`config.mk`:
```
export PLATFORM = sky130hd
export DESIGN_NAME = pipeline_debug_dumper_flat
export DESIGN_NICKNAME = d
export VERILOG_FILES = /design/src/rtl/pipeline_debug_dumper_if.sv /design/src/rtl/pipeline_debug_dumper.sv /design/src/flat_wrapper.sv
export SDC_FILE = /design/constraint.sdc
export NUM_CORES = 1
export LEC_CHECK = 0
export CORE_ASPECT_RATIO = 1.75
export CORE_UTILIZATION = 57
export CTS_BUF_LIST = sky130_fd_sc_hd__clkbuf_4 sky130_fd_sc_hd__clkbuf_8 sky130_fd_sc_hd__clkbuf_16
export CTS_CLUSTER_SIZE = 30
export DETAILED_ROUTE_END_ITERATION = 12
export PLACE_DENSITY = 0.9
export SYNTH_ARGS = -nofsm -noshare
export SYNTH_HDL_FRONTEND = slang
export SYNTH_SLANG_ARGS = --single-unit
```
`constraint.sdc`:
```
create_clock -name clk -period 7.8 [get_ports clk]
set_input_delay 1.56 -clock clk [delete_from_list [all_inputs] [get_ports clk]]
set_output_delay 1.56 -clock clk [all_outputs]
set_load 0.05 [all_outputs]
```
`src/rtl/pipeline_debug_dumper_if.sv`:
```
// Byte-stream handshake between the debug dumper and the serial transmitter.
// The master offers tx_data/tx_valid; the slave answers with tx_ready.
interface pipeline_debug_dumper_if;
    logic [7:0] tx_data;
    logic       tx_valid;
    logic       tx_ready;

    modport master (
        output tx_data,
        output tx_valid,
        input  tx_ready
    );

    modport slave (
        input  tx_data,
        input  tx_valid,
        output tx_ready
    );
endinterface

```
`src/rtl/pipeline_debug_dumper.sv`:
```
// Captures NUM_WORDS pipeline words, freezes the pipeline and streams a framed
// dump: HEADER, count, data (word 0 first, MSB first), XOR checksum. Define DEBUG_STEP_EN for single-step.
module pipeline_debug_dumper #(
    parameter int unsigned NUM_WORDS = 8,
    parameter logic [7:0]  HEADER    = 8'hA5
) (
    input  logic                      clk,
    input  logic                      rst_n,
    input  logic                      dump_req,
    input  logic [32*NUM_WORDS-1:0]   snapshot_in,
`ifdef DEBUG_STEP_EN
    input  logic                      step_mode,
    input  logic                      step_req,
`endif
    pipeline_debug_dumper_if.master   tx,
    output logic                      pipe_enable,
    output logic                      busy,
    output logic                      dump_done
);

    localparam logic [7:0] COUNT_BYTE = 8'(NUM_WORDS);
    localparam logic [7:0] LAST_WORD  = 8'(NUM_WORDS - 1);

    typedef enum logic [2:0] {
        S_IDLE,
        S_HEADER,
        S_COUNT,
        S_DATA,
        S_CHECKSUM,
        S_DONE,
        S_STEP,
        S_SETTLE
    } state_t;

    state_t                    state_q, state_d;
    logic [7:0]                tx_data_q, tx_data_d;
    logic                      tx_valid_q, tx_valid_d;
    logic                      pipe_enable_q, pipe_enable_d;
    logic                      busy_q, busy_d;
    logic                      dump_done_q, dump_done_d;
    logic [32*NUM_WORDS-1:0]   snap_q, snap_d;
    logic [7:0]                word_idx_q, word_idx_d;
    logic [1:0]                byte_idx_q, byte_idx_d;
    logic [7:0]                csum_q, csum_d;

    logic                      xfer;
    logic                      start_dump;
    logic                      idle_pe;
    logic [31:0]               cur_word;
    logic [31:0]               next_word;
    logic [7:0]                csum_acc;

    function automatic logic [7:0] byte_of(input logic [31:0] w, input logic [1:0] b);
        case (b)
            2'd0:    return w[31:24];
            2'd1:    return w[23:16];
            2'd2:    return w[15:8];
            default: return w[7:0];
        endcase
    endfunction

    // Mux by compare so the word index width never has to match the array depth.
    function automatic logic [31:0] word_of(input logic [32*NUM_WORDS-1:0] v,
                                            input logic [7:0] idx);
        logic [31:0] w;
        w = '0;
        for (int unsigned i = 0; i < NUM_WORDS; i++) begin
            if (idx == 8'(i)) w = v[i*32 +: 32];
        end
        return w;
    endfunction

`ifdef DEBUG_STEP_EN
    assign idle_pe = ~step_mode;
`else
    assign idle_pe = 1'b1;
`endif

    assign xfer      = tx_valid_q & tx.tx_ready;
    assign cur_word  = word_of(snap_q, word_idx_q);
    assign next_word = word_of(snap_q, word_idx_q + 8'd1);
    assign csum_acc  = csum_q ^ tx_data_q;

    always_comb begin
        state_d       = state_q;
        tx_data_d     = tx_data_q;
        tx_valid_d    = tx_valid_q;
        pipe_enable_d = pipe_enable_q;
        busy_d        = busy_q;
        dump_done_d   = 1'b0;
        snap_d        = snap_q;
        word_idx_d    = word_idx_q;
        byte_idx_d    = byte_idx_q;
        csum_d        = csum_q;
        start_dump    = 1'b0;

        case (state_q)
            S_IDLE: begin
                pipe_enable_d = idle_pe;
                busy_d        = 1'b0;
                if (dump_req) begin
                    start_dump = 1'b1;
                end
`ifdef DEBUG_STEP_EN
                else if (step_mode && step_req) begin
                    pipe_enable_d = 1'b1;
                    busy_d        = 1'b1;
                    state_d       = S_STEP;
                end
`endif
            end
`ifdef DEBUG_STEP_EN
            // The enable cycle advances the pipeline; the settle cycle lets the
            // post-step values reach snapshot_in before they are captured.
            S_STEP: begin
                pipe_enable_d = 1'b0;
                state_d       = S_SETTLE;
            end
            S_SETTLE: begin
                start_dump = 1'b1;
            end
`endif
            S_HEADER: begin
                if (xfer) begin
                    tx_data_d = COUNT_BYTE;
                    state_d   = S_COUNT;
                end
            end
            S_COUNT: begin
                if (xfer) begin
                    csum_d     = csum_acc;
                    tx_data_d  = byte_of(word_of(snap_q, 8'd0), 2'd0);
                    word_idx_d = '0;
                    byte_idx_d = '0;
                    state_d    = S_DATA;
                end
            end
            S_DATA: begin
                if (xfer) begin
                    csum_d = csum_acc;
                    if (byte_idx_q == 2'd3 && word_idx_q == LAST_WORD) begin
                        tx_data_d = csum_acc;
                        state_d   = S_CHECKSUM;
                    end else if (byte_idx_q == 2'd3) begin
                        word_idx_d = word_idx_q + 8'd1;
                        byte_idx_d = '0;
                        tx_data_d  = byte_of(next_word, 2'd0);
                    end else begin
                        byte_idx_d = byte_idx_q + 2'd1;
                        tx_data_d  = byte_of(cur_word, byte_idx_q + 2'd1);
                    end
                end
            end
            S_CHECKSUM: begin
                if (xfer) begin
                    tx_valid_d  = 1'b0;
                    dump_done_d = 1'b1;
                    state_d     = S_DONE;
                end
            end
            S_DONE: begin
                pipe_enable_d = idle_pe;
                busy_d        = 1'b0;
                state_d       = S_IDLE;
            end
            default: begin
                state_d = S_IDLE;
            end
        endcase

        if (start_dump) begin
            snap_d        = snapshot_in;
            pipe_enable_d = 1'b0;
            busy_d        = 1'b1;
            csum_d        = '0;
            word_idx_d    = '0;
            byte_idx_d    = '0;
            tx_data_d     = HEADER;
            tx_valid_d    = 1'b1;
            state_d       = S_HEADER;
        end
    end

    always_ff @(posedge clk or negedge rst_n) begin
        if (!rst_n) begin
            state_q       <= S_IDLE;
            tx_data_q     <= '0;
            tx_valid_q    <= 1'b0;
            pipe_enable_q <= 1'b1;
            busy_q        <= 1'b0;
            dump_done_q   <= 1'b0;
            snap_q        <= '0;
            word_idx_q    <= '0;
            byte_idx_q    <= '0;
            csum_q        <= '0;
        end else begin
            state_q       <= state_d;
            tx_data_q     <= tx_data_d;
            tx_valid_q    <= tx_valid_d;
            pipe_enable_q <= pipe_enable_d;
            busy_q        <= busy_d;
            dump_done_q   <= dump_done_d;
            snap_q        <= snap_d;
            word_idx_q    <= word_idx_d;
            byte_idx_q    <= byte_idx_d;
            csum_q        <= csum_d;
        end
    end

    assign tx.tx_data  = tx_data_q;
    assign tx.tx_valid = tx_valid_q;
    assign pipe_enable = pipe_enable_q;
    assign busy        = busy_q;
    assign dump_done   = dump_done_q;

endmodule

```
`src/flat_wrapper.sv`:
```
// flat-port wrapper written by rule: the top's interface ports become plain ports
module pipeline_debug_dumper_flat 
#(
    parameter int unsigned NUM_WORDS = 8,
    parameter logic [7:0]  HEADER    = 8'hA5
)
  (clk, rst_n, dump_req, snapshot_in, pipe_enable, busy, dump_done, tx_tx_data, tx_tx_valid, tx_tx_ready);
  pipeline_debug_dumper_if tx_i ();
  input  logic clk;
  input  logic rst_n;
  input  logic dump_req;
  input  logic [32*NUM_WORDS-1:0] snapshot_in;
  output logic pipe_enable;
  output logic busy;
  output logic dump_done;
  output wire logic [$bits(tx_i.tx_data)-1:0] tx_tx_data;
  output wire logic [$bits(tx_i.tx_valid)-1:0] tx_tx_valid;
  input wire logic [$bits(tx_i.tx_ready)-1:0] tx_tx_ready;
  assign tx_tx_data = tx_i.tx_data;
  assign tx_tx_valid = tx_i.tx_valid;
  assign tx_i.tx_ready = tx_tx_ready;
  pipeline_debug_dumper #(.NUM_WORDS(NUM_WORDS), .HEADER(HEADER)) u_core (.clk(clk), .rst_n(rst_n), .dump_req(dump_req), .snapshot_in(snapshot_in), .tx(tx_i), .pipe_enable(pipe_enable), .busy(busy), .dump_done(dump_done));
endmodule
```
# ---- Yosys cells after proc, flatten, opt, wreduce, memory -nomap -nowiden
# Index checks and enable logic that the tools add are counted.
dict set report op_classes {
  n_addsub 2
  mux 57
  n_bitwise 2
  reduce_logical 19
  n_eq_ne 30
}
# operator n
set ops {}
lappend ops {{$mux 32} 16}
lappend ops {{$mux 8} 14}
lappend ops {{$eq 8x3->1 const B} 8}
lappend ops {{$pmux 8 s3} 2}
lappend ops {{$eq 8x2->1 const B} 4}
lappend ops {{$mux 3} 6}
lappend ops {{$ne 3x1->1 const B} 6}
lappend ops {{$eq 8x1->1 const B} 2}
lappend ops {{$logic_not 8->1} 2}
lappend ops {{$pmux 8 s2} 1}
lappend ops {{$pmux 3 s5} 1}
lappend ops {{$mux 1} 11}
lappend ops {{$mux 2} 5}
lappend ops {{$add 8x1->8 const B} 1}
lappend ops {{$reduce_and 4->1} 2}
lappend ops {{$reduce_bool 2->1} 4}
lappend ops {{$xor 8x8->8} 1}
lappend ops {{$eq 3x2->1 const B} 2}
lappend ops {{$eq 3x3->1 const B} 2}
lappend ops {{$reduce_and 6->1} 1}
lappend ops {{$reduce_and 5->1} 1}
lappend ops {{$eq 2x2->1 const B} 2}
lappend ops {{$pmux 2 s2} 1}
lappend ops {{$reduce_and 2->1} 2}
lappend ops {{other kinds (12)} 13}
dict set report word_totals {
  ff_bits 289
  input_bits 260
  elab_cells 120
  output_inout_bits 12
}

# ---- Depth between registers and ports, before layout
# Gate-level depths: netlist of run 1.
dict set report logic_depth {
  word_depth 15
  mapped_depth 12
  ltp_nobuf 9
}

# ---- Least setup slack after synthesis of run 1
# Ideal clock, no wire load.
dict set report synth_path {
  path_type {input to register}
  startpoint {input dump_req}
  endpoint {register u_core.tx_data_q[6] (netlist: u_core.tx.tx_data[6])}
  setup_time_ps 120
  arrival_ps 3143
  n_path_buf 0
  setup_slack_ps 4536
  path_stages 7
  path_cell_list {or3b_2 a21oi_2 o21ai_0 a221oi_1 and3_1 nand3_1 and4_1}
}
dict set report synth_via {
  elab_chain_cells 4
  elab_cells_between_ends 8
}
# item line_no
set synth_lines {}
lappend synth_lines {{start: declaration} flat_wrapper.sv:11} ;# input logic dump_req;
lappend synth_lines {{$mux 1 *} pipeline_debug_dumper.sv:101} ;# if (dump_req) begin
lappend synth_lines {{$mux 1 *} pipeline_debug_dumper.sv:97} ;# case (state_q)
lappend synth_lines {{$ne 3x1->1 (no line) or $reduce_bool 4->1 (tied branches)} n/a}
lappend synth_lines {{$reduce_and 4->1 (no line)} n/a}
lappend synth_lines {{end signal: assignment} pipeline_debug_dumper.sv:198} ;# tx_data_q <= tx_data_d;
lappend synth_lines {{end: declaration} pipeline_debug_dumper.sv:36} ;# logic [7:0] tx_data_q, tx_data_d;
# Mark *: on every way between the ends. The rest lies on a longest branch, timed or not.
# A chain may end at the register's enable or synchronous reset.

# ---- Worst setup path after layout of run 1
dict set report layout_path {
  startpoint {register u_core.word_idx_q[0]}
  endpoint {register u_core.tx_data_q[2] (netlist: u_core.tx.tx_data[2])}
}
dict set report layout_via {
  elab_chain_cells 15
  elab_cells_between_ends 40
}
# item line_no
set layout_lines {}
lappend layout_lines {{start: declaration} pipeline_debug_dumper.sv:42} ;# logic [7:0] word_idx_q, word_idx_d;
lappend layout_lines {{start signal: assignment} pipeline_debug_dumper.sv:204} ;# word_idx_q <= word_idx_d;
lappend layout_lines {{$add 8x1->8 or $logic_not 8->1 (tied branches)} {pipeline_debug_dumper.sv:81, pipeline_debug_dumper.sv:68}}
lappend layout_lines {{$logic_not 8->1 or $mux 32 (tied branches)} pipeline_debug_dumper.sv:68} ;# if (idx == 8'(i)) w = v[i*32 +: 32];
lappend layout_lines {{$mux 32 (7 in series)} pipeline_debug_dumper.sv:68}
lappend layout_lines {{$mux 32 or $pmux 8 s3 (tied branches)} {pipeline_debug_dumper.sv:68, pipeline_debug_dumper.sv:54}}
lappend layout_lines {{$mux 8} pipeline_debug_dumper.sv:144} ;# end else if (byte_idx_q == 2'd3) begin
lappend layout_lines {{$mux 8 *} pipeline_debug_dumper.sv:141} ;# if (byte_idx_q == 2'd3 && word_idx_q == LAST_WORD) begin
lappend layout_lines {{$mux 8 *} pipeline_debug_dumper.sv:139} ;# if (xfer) begin
lappend layout_lines {{$pmux 8 s3 *} pipeline_debug_dumper.sv:97}
lappend layout_lines {{$mux 8 *} pipeline_debug_dumper.sv:171} ;# if (start_dump) begin
# Mark *: on every way between the ends. The rest lies on a longest branch, timed or not. The select of a mux whose other input is x is not followed.

==> results of run 1 <==
[layout make-up]
| type | count | area [µm²] | area share [%] |
|---|---|---|---|
| clock inverter | 11 | 185.2 | 1.039 |
| sequential | 289 | 7233 | 40.59 |
| timing repair buffer | 290 | 2873 | 16.12 |
| clock buffer | 36 | 774.5 | 4.346 |
| tap | 308 | 385.4 | 2.162 |
| inverter | 18 | 67.56 | 0.3791 |
| multi-input combinational | 1298 | 6301 | 35.36 |
| antenna | 1 | 2.502 | 0.01404 |
[worst max path at each step]
stage	slack (ps)	to	start
global route	3780	u_core.snap_q[195]$_DFFE_PN0P_	dump_req
finish	3910	u_core.tx.tx_data[2]$_DFFE_PN0P_	u_core.word_idx_q[0]$_DFFE_PN0P_
floorplan	4540	u_core.tx.tx_data[6]$_DFFE_PN0P_	dump_req
detailed placement	3490	u_core.tx.tx_data[6]$_DFFE_PN0P_	dump_req
CTS	4040	u_core.tx.tx_data[6]$_DFFE_PN0P_	dump_req
global placement	3450	u_core.tx.tx_data[6]$_DFFE_PN0P_	dump_req
[layer usage]
layer  wire (µm)  vias to the layer above
li1            -                     6136
met1       16330                     6549
met2       23540                      992
met3        4420                      215
met4        3293                        2
met5          13                        -
[power by group]
| group | switching [mW] | internal [mW] | total [mW] |
|---|---|---|---|
| Sequential | 0.552 | 2.21 | 2.77 |
| Clock | 0.574 | 0.859 | 1.43 |
| Combinational | 1.23 | 0.765 | 1.99 |
[state kept, by name, indices dropped and copies added, names as in the netlist]
signal and count:
u_core.busy 1, u_core.byte_idx_q 2, u_core.csum_q 8, u_core.dump_done 1
u_core.pipe_enable 1, u_core.snap_q 256, u_core.state_q 3, u_core.tx.tx_data 8
u_core.tx.tx_valid 1, u_core.word_idx_q 8
[cells by family (layout without fill, tap and decap cells)]
logic type | after synthesis | count (layout) | synth area share, %
XOR/XNOR | 15 | 15 | 0.9372
AO/OA/AOI/OAI | 273 | 273 | 14.14
flip-flops | 289 | 289 | 51.60
other | 0 | 1 | 0
buffers and inverters | 129 | 355 | 3.624
multiplexers | 8 | 8 | 0.5981
AND/OR/NAND/NOR | 994 | 994 | 28.39
adder cells (fa/ha/maj) | 8 | 8 | 0.7141
[critical path, delay by kind of cell (launching register included)]
family,cells,cell delay [ps]
DFF,1,480
adders and majority gates,1,320
and+or+nand+nor,1,290
AOI/OAI and AO/OA,5,2140
muxes,1,470
[stage by stage]
step | hold slack [ps] | setup WS [ps] | instances
after global routing | 491.0 | 3777 | 2250
final | 476.4 | 3913 | 2251
after detailed placement | 457.2 | 3485 | 2203
after global placement | 452.6 | 3447 | 2203
after CTS | 478.0 | 4041 | 2250
after floorplan | 437.6 | 4536 | 1716
[layout by cell type, fill, tap and decap left out, types with 7 or more instances in the layout]
| cell type | netlist | layout |
|---|---|---|
| a211oi_1 | 8 | 8 |
| o21ai_0 | 51 | 51 |
| nand2_1 | 822 | 822 |
| xor2_1 | 10 | 10 |
| a21oi_1 | 37 | 37 |
| o221ai_1 | 14 | 14 |
| o22ai_1 | 12 | 12 |
| nand2b_1 | 7 | 7 |
| o31ai_1 | 9 | 9 |
| clkdlybuf4s50_1 | 0 | 270 |
| dfrtp_1 | 288 | 288 |
| o211ai_1 | 8 | 8 |
| nand3_1 | 26 | 25 |
| buf_4 | 1 | 18 |
| nand4_1 | 7 | 7 |
| inv_1 | 18 | 18 |
| a22oi_1 | 13 | 13 |
| a221o_1 | 12 | 12 |
| nor2_1 | 69 | 69 |
| a31oi_1 | 18 | 18 |
| nor3_1 | 25 | 24 |
| clkbuf_16 | 0 | 27 |
| a22o_1 | 11 | 11 |
| a2111oi_0 | 9 | 9 |
| a221oi_1 | 28 | 28 |
==> flow_summary_export.csv, run 1 <==
group,metric,value,unit
critical_path,cpMaxStageDelayCell,"a2111oi_0",
clock_tree,cts_buffer_depth,3,
logic_synthesis,syn_inst,1716,
global_routing,grt_pass1_wl,73.33,mm
critical_path,r2r_setup_slack,3910,ps
clock_tree,insertion_delay,560,ps
drt,initialDrtViolationCount,1660,
logic_synthesis,synth_area,14020,µm²
critical_path,r2r_end,"u_core.tx.tx_data[2]$_DFFE_PN0P_",
sta,finalSetupTns,0,ps
critical_path,critPathKind,"reg -> reg",
floorplanning,start_util,58.35,%
final_layout,final_nets,2191,
logic_synthesis,synthTopCellsByArea,"dfrtp_1 (51%), nand2_1 (22%), clkbuf_1 (2.6%)",
final_layout,final_layout_size_suffix_gt1_share,4.892,%
drt,wl_per_cell,21.14,µm
run,maxCapViolations,0,
sta,hold_violations,0,
logic_synthesis,synth_ff_type,"dfrtp_1",
clock_tree,post-cts-setup-buffers,0,
logic_synthesis,yosysTopAreaCell,"dfrtp_1",
global_routing,use_met1,46.25,%
sta,max_freq,257.3,MHz
global_routing,grt.met2_usage,63.14,%
global_routing,grt.total_usage,38.08,%
critical_path,start_kind,"flop",
critical_path,cpPeakStageDelay,920,ps
drt,vias,13890,
hold_path,min-delay-start,"u_core.snap_q[112]$_DFFE_PN0P_",
pwr,power,6.191,mW
logic_synthesis,ys_seq_elements,289,
sta,period_needed,3887,ps
logic_synthesis,ys_async_sr_fraction,100.0,%
critical_path,crit_path_frequent_cell,"a2111oi_0",
clock_tree,cts.htree.levels,1,
clock_tree,cts_root_buf,"clkbuf_16",
logic_synthesis,ys_types,75,
clock_tree,cts_tree,"yes",
critical_path,path_cells,"ha_1 > and3_1 > a31oi_4 > a211o_1 > mux2i_1 > a2111oi_0 > a2111oi_0 > o22ai_1",
sta,skew,18.54,ps
sta,setup_viol,0,
logic_synthesis,syn_area_per_cell,8.169,µm²
global_routing,grt_max_degree,175,
sta,period_share,49.83,%
floorplanning,chipWidth,120.5,µm
sta,worstMarginPinSlew,1124,ps
hold_path,hold_depth,2,
floorplanning,die_area,25250,µm²
logic_synthesis,synth_top_area_share,51.41,%
clock_tree,cts.sinks,289,
placed_design,portBuffers,271,
global_routing,grt_pass1_vias,13660,
sta,rsz0062_at_grt,"false",
placed_design,dp_hpwl,32.29,mm
global_routing,antenna_found_initial,2,
critical_path,worstRegToRegCells,8,
drt,vias_per_cell,6.172,
logic_synthesis,synth_sequential_area_ratio,51.60,%
floorplanning,fp-row-count,75,
final_layout,final_area,17820,µm²
logic_synthesis,synth_common_cells,"nand2_1 (822), dfrtp_1 (288), clkbuf_1 (96), nor2_1 (69), o21ai_0 (51)",
floorplanning,coreArea,24020,µm²
pwr,cellPowerDensity,347.4,nW/µm²
placed_design,gp_congestion,0.9721,
drt,postRouteAntennaNets,0,
drt,drt_first_pass_iters,8,
logic_synthesis,synth_edf_count,0,
final_layout,fill_cells,1718,
drt,drc,0,
status,status,"finished, final reports clean",
logic_synthesis,synth.most_common_cell,"nand2_1",
final_layout,post-route-util,74.19,%
critical_path,r2r_start,"u_core.word_idx_q[0]$_DFFE_PN0P_",
floorplanning,io_pins,272,
sta,maxSlewHeadroom,25.06,%
critical_path,required,8180,ps
clock_tree,ctsHoldBuffers,0,
global_routing,grt.busiest_layer,"met2",
global_routing,overflow,0,
logic_synthesis,syn_nets,1984,
hold_path,worstHoldPathType,"reg -> reg",
final_layout,syn2layout_area_growth,27.14,%
floorplanning,die_h,209.5,µm
sta,finalMaxSlewViolations,0,
global_routing,met3_usage,5.842,%
pwr,p_leak,8.391,nW
pwr,ir_drop,0.2109,mV
clock_tree,clk_pin_slew,70,ps
clock_tree,numCtsBuffers,26,
clock_tree,cts_resized,0,
critical_path,critPathMaxFanout,11,
drt,wl,47.60,mm
hold_path,holdPathEnd,"u_core.snap_q[112]$_DFFE_PN0P_",
logic_synthesis,ys_warn_count,0,
critical_path,cp_data_arrival_time,4260,ps
critical_path,cp-end-kind,"flop",
placed_design,placed_area,16860,µm²
(Power assumes the default switching activity.)
==> run 2, diff against run 1 <==
- CORE_UTILIZATION: 57 -> 47
- PLACE_DENSITY: 0.9 -> 0.79
- clock period: 7.8 -> 3.4 ns (I/O delays scaled with it)
==> run 2 against run 1 <==
Effect of this change:
- maximum frequency increased by 23%
- register-to-register slack got worse by 3700 ps
- via count decreased by 1.5%
- combinational power increased by 140%
- sequential power increased by 130%
- non-clock buffer count increased by 44
- highest routed layer is now met4
==> flow_summary_export.csv, run 2 (synthesis results as in run 1) <==
group,metric,value,unit
status,status,"finished, final reports clean",
critical_path,critPathKind,"reg -> reg",
hold_path,worstHoldPathType,"in -> async",
floorplanning,chipWidth,132.5,µm
pwr,ir_drop,0.4329,mV
sta,rsz0062_at_grt,"false",
sta,setup_slack,242.2,ps
critical_path,cp_data_arrival_time,3570,ps
clock_tree,clk_pin_slew,70,ps
sta,max_freq,316.7,MHz
sta,setup_viol,0,
sta,period_share,92.88,%
sta,maxSlewHeadroom,39.35,%
global_routing,grt_pass1_wl,75.73,mm
sta,holdWs,125.7,ps
clock_tree,insertion_delay,570,ps
clock_tree,post-cts-setup-buffers,0,
global_routing,overflow,0,
drt,vias,13680,
final_layout,final_layout_size_suffix_gt1_share,7.096,%
final_layout,syn2layout_area_growth,30.81,%
placed_design,dp_hpwl,35.86,mm
drt,postRouteAntennaNets,0,
sta,hold_violations,0,
floorplanning,die_h,230.5,µm
global_routing,grt_pass1_vias,13780,
floorplanning,fp-row-count,83,
drt,drt_first_pass_iters,9,
clock_tree,cts.sinks,289,
floorplanning,die_area,30550,µm²
sta,skew,28.95,ps
final_layout,mostFrequentLayoutCell,"nand2_1",
placed_design,gp_congestion,1.024,
sta,worstMarginPinSlew,906.4,ps
final_layout,top_register,"u_core.snap_q",
global_routing,grt_max_degree,138,
critical_path,worstRegToRegCells,10,
critical_path,cp-end-kind,"flop",
clock_tree,ctsHoldBuffers,0,
sta,finalMaxSlewViolations,0,
drt,drc,0,
sta,finalSetupTns,0,ps
run,maxCapViolations,0,
global_routing,grt.total_usage,32.34,%
floorplanning,start_util,47.86,%
floorplanning,io_pins,272,
final_layout,final_nets,2235,
clock_tree,cts_root_buf,"clkbuf_16",
pwr,cellPowerDensity,790.9,nW/µm²
pwr,p_leak,8.636,nW
clock_tree,cts.htree.levels,1,
sta,period_needed,3158,ps
global_routing,antenna_found_initial,0,
placed_design,post-place-ws,195.7,ps
clock_tree,cts_resized,0,
floorplanning,coreArea,29290,µm²
clock_tree,cts_buffer_depth,3,
placed_design,portBuffers,271,
clock_tree,numCtsBuffers,26,
clock_tree,cts_tree,"yes",
final_layout,final_cell_mix,"nand2_1 (822), dfrtp_1 (288), clkdlybuf4s50_1 (270)",
drt,wl,49.22,mm
final_layout,antenna_cells,0,
critical_path,required,3810,ps
drt,wl_per_cell,20.78,µm
drt,initialDrtViolationCount,1289,
final_layout,largest_reg_flops,256,
critical_path,critPathMaxFanout,21,
critical_path,start_kind,"flop",
drt,vias_per_cell,5.774,
[run 2: critical path: stages, from the launching register on]
cell	delay [ps]
dfrtp_1	490
ha_1	280
buf_4	240
inv_1	220
a41oi_1	460
a211oi_2	60
buf_4	230
a22oi_1	220
a311oi_1	120
a211oi_1	490
o22ai_1	160
[run 2: final timing paths]
path / slack [ps] / startpoint / to
max: 240 / u_core.word_idx_q[1]$_DFFE_PN0P_ / u_core.tx.tx_data[2]$_DFFE_PN0P_
min: 130 / rst_n / u_core.snap_q[34]$_DFFE_PN0P_
min reg2reg: 480 / u_core.snap_q[91]$_DFFE_PN0P_ / u_core.snap_q[91]$_DFFE_PN0P_
max in group asynchronous: 2330 / rst_n / u_core.snap_q[202]$_DFFE_PN0P_
min in group clk: 480 / u_core.snap_q[91]$_DFFE_PN0P_ / u_core.snap_q[91]$_DFFE_PN0P_
max reg2reg: 240 / u_core.word_idx_q[1]$_DFFE_PN0P_ / u_core.tx.tx_data[2]$_DFFE_PN0P_
[run 2: layer usage]
layer / wire, µm / GRT usage [%]
met3: 3291 / 4.348
met1: 17930 / 37.65
met2: 24430 / 55.26
met5: 0 / 0
met4: 3563 / 22.05
[run 2: metrics by stage]
step	cell area [µm²]	utilization [%]	cells	power (mW)
floorplan	14020	-	1716	8.834
global placement	17380	59.36	2321	10.95
detailed placement	17380	59.36	2321	11.09
CTS	18340	62.61	2369	14.40
global route	18340	62.61	2369	15.19
finish	18340	62.61	2369	14.50
[run 2: layout make-up]
type / count / area, µm²
clock inverters: 11 / 175.2
multi-input cells: 1298 / 6302
inverters: 18 / 67.56
repair buffers: 334 / 3303
clock buffers: 37 / 777.0
flip-flops and latches: 289 / 7233
well taps: 382 / 478.0
fillers: 2530 / 10950
[run 2: power breakdown]
| group | internal (mW) | leakage (nW) | switching (mW) |
|---|---|---|---|
| registers | 5.08 | 3.60 | 1.37 |
| clock network | 1.90 | 0.469 | 1.34 |
| logic | 1.95 | 4.56 | 2.86 |
==> run 3, diff against run 2 <==
- CORE_UTILIZATION: 47 -> 52
- GPL_ROUTABILITY_DRIVEN: not set -> 0
- HOLD_SLACK_MARGIN: not set -> 0.12
- PLACE_DENSITY: 0.79 -> 0.83
- clock period: 3.4 -> 3.1 ns (I/O delays scaled with it)
==> run 3 against run 2 <==
Effect of this change:
- first-iteration DRC count is 36% higher
- non-clock buffer count rose by 17
- sequential power is 12% higher
- global-route usage is 3.7 points higher
- routed wire length is 0.96% higher
- count of clock-buffer cells in the layout decreased by 4
- critical path depth unchanged
- combinational power up 12%
- sequential share of layout area decreased by 0.12 points
==> flow_summary_export.csv, run 3 (synthesis results as in run 1) <==
group,metric,value,unit
global_routing,grt_pass1_vias,13750,
hold_path,holdPathEnd,"u_core.snap_q[83]$_DFFE_PN0P_",
final_layout,antenna_cells,0,
clock_tree,clk_pin_slew,70,ps
pwr,p_leak,8.706,nW
critical_path,required,3600,ps
global_routing,overflow,0,
drt,drc,0,
critical_path,path_cells,"ha_1 > buf_4 > inv_1 > a41oi_1 > a211oi_2 > buf_4 > a21oi_1 > o21a_1 > a31oi_1 > o32a_1",
run,maxCapViolations,0,
final_layout,final_area,18400,µm²
final_layout,final_layout_size_suffix_gt1_share,7.846,%
clock_tree,cts_tree,"yes",
final_layout,final_nets,2252,
sta,skew,14.30,ps
clock_tree,cts.htree.levels,1,
final_layout,largest_reg_flops,256,
global_routing,grt_pass1_wl,75.45,mm
global_routing,antenna_found_initial,1,
floorplanning,io_pins,272,
floorplanning,start_util,52.91,%
clock_tree,cts_buffer_depth,3,
final_layout,top_register,"u_core.snap_q",
drt,wl_per_cell,21.37,µm
sta,max_freq,332.0,MHz
sta,worstMarginPinSlew,678.0,ps
final_layout,mostFrequentLayoutCell,"nand2_1",
sta,maxSlewHeadroom,54.80,%
pwr,cellPowerDensity,871.2,nW/µm²
sta,finalMaxSlewViolations,0,
drt,vias,14170,
critical_path,r2r_start,"u_core.word_idx_q[0]$_DFFE_PN0P_",
final_layout,syn2layout_area_growth,31.26,%
critical_path,cpMaxStageDelayCell,"dfrtp_2",
critical_path,worstRegToRegCells,10,
sta,period_share,97.17,%
sta,finalSetupTns,0,ps
global_routing,grt_max_degree,128,
sta,setup_viol,0,
critical_path,critPathMaxFanout,21,
drt,initialDrtViolationCount,1752,
critical_path,start_kind,"flop",
status,status,"finished, final reports clean",
final_layout,final_cell_mix,"nand2_1 (822), dfrtp_1 (286), clkdlybuf4s50_1 (270)",
clock_tree,numCtsBuffers,26,
critical_path,r2r_setup_slack,90,ps
floorplanning,coreArea,26490,µm²
sta,hold_violations,0,
floorplanning,die_area,27640,µm²
hold_path,hold_depth,2,
clock_tree,insertion_delay,560,ps
drt,drt_first_pass_iters,7,
drt,postRouteAntennaNets,0,
sta,period_needed,3012,ps
placed_design,placed_area,17480,µm²
critical_path,critPathKind,"reg -> reg",
sta,rsz0062_at_grt,"false",
drt,wl,49.69,mm
critical_path,cp-end-kind,"flop",
drt,vias_per_cell,6.093,
pwr,ir_drop,0.5212,mV
clock_tree,cts_root_buf,"clkbuf_16",
placed_design,portBuffers,271,
floorplanning,fp-row-count,79,
floorplanning,die_h,219.2,µm
critical_path,r2r_end,"u_core.tx.tx_data[7]$_DFFE_PN0P_",
critical_path,cpPeakStageDelay,470,ps
hold_path,min-delay-start,"u_core.snap_q[83]$_DFFE_PN0P_",
floorplanning,chipWidth,126.1,µm
critical_path,cp_data_arrival_time,3520,ps
placed_design,dp_hpwl,36.07,mm
hold_path,worstHoldPathType,"reg -> reg",
global_routing,grt.total_usage,36.00,%
clock_tree,cts.sinks,289,
critical_path,crit_path_frequent_cell,"buf_4",
## run 3: report_power, final
part           total, mW  switching (mW)  internal [mW]
Sequential          7.24            1.67           5.57
Clock               3.40            1.45           1.94
Combinational       5.39            3.21           2.19
## run 3: worst max-delay path, delay by kind of cell (launching register included)
kind | cells | cell delay, ps
AO/OA/AOI/OAI | 6 | 1430
buffers and inverters | 3 | 800
flip-flops | 1 | 470
adder cells (fa/ha/maj) | 1 | 260
## run 3: area by class of cell
| class | instances | area (µm²) |
|---|---|---|
| clock inverters | 12 | 153.9 |
| repair buffers | 351 | 3483 |
| multi-input cells | 1298 | 6312 |
| well taps | 324 | 405.4 |
| clock buffers | 33 | 740.7 |
| fillers | 2026 | 8092 |
| inverters | 18 | 67.56 |
| flip-flops and latches | 289 | 7236 |
## run 3: worst max path at each step
stage / start / to / slack (ps) / cells after the start
after floorplan: u_core.word_idx_q[0]$_DFFE_PN0P_ / u_core.tx.tx_data[7]$_DFFE_PN0P_ / 580 / 9
after global routing: u_core.word_idx_q[0]$_DFFE_PN0P_ / u_core.tx.tx_data[3]$_DFFE_PN0P_ / 30 / 9
after CTS: u_core.word_idx_q[0]$_DFFE_PN0P_ / u_core.tx.tx_data[3]$_DFFE_PN0P_ / 110 / 9
after global placement: dump_req / u_core.tx.tx_data[6]$_DFFE_PN0P_ / 60 / 8
final: u_core.word_idx_q[0]$_DFFE_PN0P_ / u_core.tx.tx_data[7]$_DFFE_PN0P_ / 90 / 10
after detailed placement: dump_req / u_core.tx.tx_data[6]$_DFFE_PN0P_ / 60 / 8
## run 3: per-stage QoR
stage          power, mW  hold slack [ps]  utilization (%)  worst slack, ps  std cells
2_1_floorplan      9.689            324.4                -            583.9       1716
3_3_place_gp       12.10            458.7            65.99            56.75       2279
3_5_place_dp       12.30            463.7            65.99            64.46       2279
4_1_cts            15.75            478.9            69.40            109.4       2325
5_1_grt            16.70            494.9            69.45            34.44       2325
6_report           16.03            478.7            69.45            87.72       2325
## run 3: timing repair
item                                    4_1_cts  5_1_grt
endpoints found under the hold margin        68        0
buffers inserted                              0        0
hold buffers                                  1        0
resized for setup                             0        4
endpoints found under the setup margin        0        3
## run 3: layer usage
layer	track usage, %	up-vias	routed length [µm]
met1	43.16	6711	17440
met4	25.06	2	3899
met3	5.363	244	4325
met5	0	-	12
met2	59.69	971	24010
li1	-	6238	-
